## config.mk

```make
export PLATFORM = sky130hd
export DESIGN_NAME = pending_bit_encoder
export DESIGN_NICKNAME = d
export VERILOG_FILES = /design/src/rtl/pbe_pkg.sv /design/src/rtl/pbe_lsb_encoder.sv /design/src/rtl/pending_bit_encoder.sv
export SDC_FILE = /design/constraint.sdc
export NUM_CORES = 1
export LEC_CHECK = 0
export BUFFER_PORTS_ARGS = -buffer_cell sky130_fd_sc_hd__buf_4
export CAP_MARGIN = 20
export CORE_UTILIZATION = 45
export DETAILED_ROUTE_END_ITERATION = 10
export PLACE_DENSITY = 0.7
export SYNTH_ARGS = -nofsm -noshare
export SYNTH_HDL_FRONTEND = slang
export SYNTH_SLANG_ARGS = --single-unit
export TNS_END_PERCENT = 20
```

## constraint.sdc

```tcl
create_clock -name clk -period 4 [get_ports clk]
set_clock_uncertainty 0.15 [all_clocks]
set_input_delay 0.4 -clock clk [delete_from_list [all_inputs] [get_ports clk]]
set_output_delay 0.4 -clock clk [all_outputs]
set_load 0.005 [all_outputs]
```

## src/rtl/pbe_pkg.sv

```systemverilog
// Shared definitions for the pending-bit encoder: word/index widths, FSM states
// and a lowest-set-bit helper.
package pbe_pkg;

    localparam int IN_W  = 16;
    localparam int IDX_W = $clog2(IN_W);

    typedef enum logic {
        PBE_IDLE,
        PBE_EMIT
    } pbe_state_e;

    // Scans from the top down so the lowest set bit is the last one written.
    function automatic logic [IDX_W-1:0] lowest_set_index(input logic [IN_W-1:0] mask);
        logic [IDX_W-1:0] idx;
        idx = '0;
        for (int i = IN_W - 1; i >= 0; i--) begin
            if (mask[i]) begin
                idx = IDX_W'(i);
            end
        end
        return idx;
    endfunction

endpackage

```

## src/rtl/pbe_lsb_encoder.sv

```systemverilog
// Combinational lowest-set-bit encoder with "anything set" and "exactly one bit
// set" flags for the remaining mask.
module pbe_lsb_encoder
    import pbe_pkg::*;
(
    input  logic [IN_W-1:0]  mask,
    output logic [IDX_W-1:0] index,
    output logic             any_set,
    output logic             one_hot
);

    assign index   = lowest_set_index(mask);
    assign any_set = |mask;
    // Clearing the lowest set bit leaves nothing only when exactly one was set.
    assign one_hot = any_set && ((mask & (mask - IN_W'(1))) == '0);

endmodule

```

## src/rtl/pending_bit_encoder.sv

```systemverilog
// Accepts a request word and emits the index of each set bit, lowest first, one
// per output handshake. Optional out_last flag enabled by `PBE_LAST_FLAG_EN.
module pending_bit_encoder
    import pbe_pkg::*;
(
    input  logic             clk,
    input  logic             rst_n,
    input  logic             in_valid,
    output logic             in_ready,
    input  logic [IN_W-1:0]  in_word,
    output logic             out_valid,
    input  logic             out_ready,
    output logic [IDX_W-1:0] out_index,
    output logic             busy
`ifdef PBE_LAST_FLAG_EN
    ,
    output logic             out_last
`endif
);

    pbe_state_e       state_reg, state_next;
    logic [IN_W-1:0]  pending_reg, pending_next;
    logic             out_valid_reg;
    logic [IDX_W-1:0] out_index_reg;
    logic             busy_reg;
    logic             last_reg;
    logic             accept;

    logic [IDX_W-1:0] next_index;
    logic             next_any;
    logic             next_one_hot;

    // Outputs are registered from the encoded next pending value, so the index
    // shown always matches the pending register with no path from in_*.
    pbe_lsb_encoder u_next_enc (
        .mask    (pending_next),
        .index   (next_index),
        .any_set (next_any),
        .one_hot (next_one_hot)
    );

    always_comb begin
        in_ready     = 1'b0;
        pending_next = pending_reg;
        case (state_reg)
            PBE_IDLE: in_ready = 1'b1;
            // last_reg marks a single remaining bit: its handshake frees the slot
            PBE_EMIT: in_ready = last_reg && out_ready;
            default:  in_ready = 1'b0;
        endcase
        accept = in_valid && in_ready;
        if (accept) begin
            pending_next = in_word;
        end else if (state_reg == PBE_EMIT && out_ready) begin
            pending_next = pending_reg & (pending_reg - IN_W'(1));
        end
        state_next = next_any ? PBE_EMIT : PBE_IDLE;
    end

    always_ff @(posedge clk or negedge rst_n) begin
        if (!rst_n) begin
            state_reg     <= PBE_IDLE;
            pending_reg   <= '0;
            out_valid_reg <= 1'b0;
            out_index_reg <= '0;
            busy_reg      <= 1'b0;
            last_reg      <= 1'b0;
        end else begin
            state_reg     <= state_next;
            pending_reg   <= pending_next;
            out_valid_reg <= (state_next == PBE_EMIT);
            out_index_reg <= next_index;
            busy_reg      <= next_any;
            last_reg      <= next_one_hot;
        end
    end

    assign out_valid = out_valid_reg;
    assign out_index = out_index_reg;
    assign busy      = busy_reg;
`ifdef PBE_LAST_FLAG_EN
    assign out_last  = last_reg;
`endif

endmodule

```

==> metrics.cfg <==
[clocking]
cts_tree = done
clockBufferDepth = 2
clock_sinks = 22
root_buffer = clkbuf_4
clk_pin_slew_ns = 0.13
h-tree-depth = 1
clkLatencyLatePin_ns = 0.32
cts_made_buffers = 3

[routing]
drt-initial-drc-count = 74
ant_nets = 0
drc = 0
avgRoutedWirePerCell_um = 16.6
post_drt_via_cell_ratio = 6.31
wirelength_um = 3970
num_vias = 1509
dr.pass1.iters = 5

[yosys]
ys_types = 58
ys_seq_area_frac = 0.369
avgSynthCellArea_um2 = 8.74
ys_ff_latch = 22
synth_edf_count = 0
async_reset_ff_frac = 1.00
yosysWarningCount = 0
synthCells = 171
synth-main-ff-cell = dfrtp_1
synthesis.area_mm2 = 0.00149
syn_nets = 191

[placed_design]
dp_slack_ns = 0.711
place_inst = 234
gp_congestion = 0.905
hpwlAfterDp_um = 3050
placed_area_mm2 = 0.00172
port_buffers = 26

[global_routing]
overflow = 0
grt_pass1_vias = 1367
antenna_found_initial = 0
grt_pass1_wl_um = 6380
grt_max_degree = 23
grt_usage = 0.248

[hold_path]
hp-class = input pin to flop
whs_path_depth = 3
min_to = pending_reg[12]
min-delay-start = in_word[12]

[timing]
max_slew.worst_pin.slew_ns = 0.619
setup_viol = 0
rsz0062_at_grt = false
finalHoldViolCount = 0
fin_tns_setup_ns = 0
max_freq_mhz = 294
maxSlewViolCount = 0
fin_ws_ns = 0.598
relSlewSlack = 0.586
min_period_ns = 3.40
period_share = 0.850

[critical_path]
critPathArrivalTime_ns = 3.46
reg2reg_to = last_reg
cp-end-kind = flop
slowest_delay_ns = 0.54
critPathKind = flop to flop
r2r_slack_ns = 0.60
path_buf_inv = 0
r2r_cells = 7
startpoint_type = flop
worstReg2RegStart = busy
cp_max_fo = 15
cp_cell_sequence = a21bo_2 -> and2_1 -> o31ai_1 -> or3b_1 -> or3_1 -> maj3_2 -> a2111oi_2
path_delay_family = simple AND/OR/NAND/NOR gates
cp.required_ns = 4.06
cpMaxStageDelayCell = and2_1

[final_layout]
nNetsFinal = 216
fillers = 298
fin_area_mm2 = 0.00177
final_cell_mix = 28 x buf_4, 22 x dfrtp_1, 17 x nor2_1
drive_gt1_frac = 0.231
areaGrowthSynthToFinish_pct = 18.3
largest_register_ffs = 16
fin_cells = 239
final_util = 0.569
final_common_cell = buf_4
diodes = 0

[run]
max-cap-violations = 0

[die]
ios = 27
core.rowCount = 20
die_area_mm2 = 0.00355
initial_core_util = 0.481
die_w_um = 59.6
core_area_mm2 = 0.00310
die_y_um = 59.6

[power_and_ir_drop]
ir_worst_vdd_uv = 399
p_leak_nw = 0.788
power_density_mw_per_mm2 = 781

[outcome]
outcome = completed

## per-stage QoR
stage | hold WS (ns) | power, mW
final | 0.182 | 1.38
after global routing | 0.202 | 1.48
after CTS | 0.184 | 1.36
after detailed placement | 0.160 | 1.24
after global placement | 0.153 | 1.22
after floorplan | -0.0456 | 1.02
## area by class of cell
cell class / instances / area (um2) / share of cell area
Sequential cell: 22 / 551 / 0.312
Tap cell: 44 / 55.1 / 0.0312
Multi-Input combinational cell: 135 / 886 / 0.501
Clock buffer: 4 / 36.3 / 0.0205
Inverter: 5 / 18.8 / 0.0106
Timing Repair Buffer: 29 / 220 / 0.125
## worst min-delay path, stage by stage
cell     delay (ns)
buf_4          0.09
nand2_1        0.04
nand2_1        0.07
## cell usage after synthesis, types with 3 or more instances
| master | instances | area share |
|---|---|---|
| nand2_1 | 15 | 0.038 |
| a21oi_1 | 5 | 0.017 |
| clkbuf_1 | 7 | 0.018 |
| a31o_1 | 4 | 0.023 |
| nor3_1 | 4 | 0.013 |
| nor2_1 | 17 | 0.043 |
| o21ai_1 | 3 | 0.010 |
| a31oi_1 | 3 | 0.013 |
| nand3_1 | 8 | 0.027 |
| o21ai_0 | 9 | 0.030 |
| inv_1 | 5 | 0.013 |
| or2_2 | 3 | 0.013 |
| dfrtp_1 | 22 | 0.37 |
| o21bai_1 | 3 | 0.015 |
| and3_1 | 6 | 0.025 |
| nand4_1 | 4 | 0.017 |
## report_power, final
group | leakage (nW) | switching, mW | internal, mW
Clock | 0.0210 | 0.0704 | 0.0557
Sequential | 0.284 | 0.0847 | 0.312
Combinational | 0.483 | 0.475 | 0.383
## per-layer routing
| metal | part of all wire | up-vias | wire length (um) | global-route usage |
|---|---|---|---|---|
| li1 | - | 705 | - | - |
| met1 | 0.43 | 712 | 1710 | 0.335 |
| met2 | 0.45 | 76 | 1790 | 0.380 |
| met3 | 0.088 | 16 | 348 | 0.0546 |
| met4 | 0.030 | 0 | 120 | 0.113 |
| met5 | 0 | - | 0 | 0 |
## cells by family after synthesis
family | count (synthesis) | synth area share
and+or+nand+nor | 74 | 0.271
AOI/OAI and AO/OA | 56 | 0.287
DFF | 22 | 0.369
buffers and inverters | 14 | 0.0385
adders and majority gates | 3 | 0.0209
muxes | 2 | 0.0142
## how the worst max path moves through the flow
stage | cells after the start | slack, ns | to | start
after floorplan | 8 | 0.97 | last_reg | pending_reg[2]
after global placement | 8 | 0.80 | last_reg | out_ready
after detailed placement | 7 | 0.71 | last_reg | busy
after CTS | 7 | 0.65 | last_reg | busy
after global routing | 7 | 0.42 | last_reg | busy
final | 7 | 0.60 | last_reg | busy
## repair_timing
| action | in CTS | in global routing |
|---|---|---|
| buffers inserted | 0 | 0 |
| hold endpoints to repair | 22 | 0 |
| hold buffers | 1 | 0 |
| endpoints found under the setup margin | 0 | 0 |
| resized for setup | 0 | 0 |
Note: power is estimated with default switching activity, not from simulation.
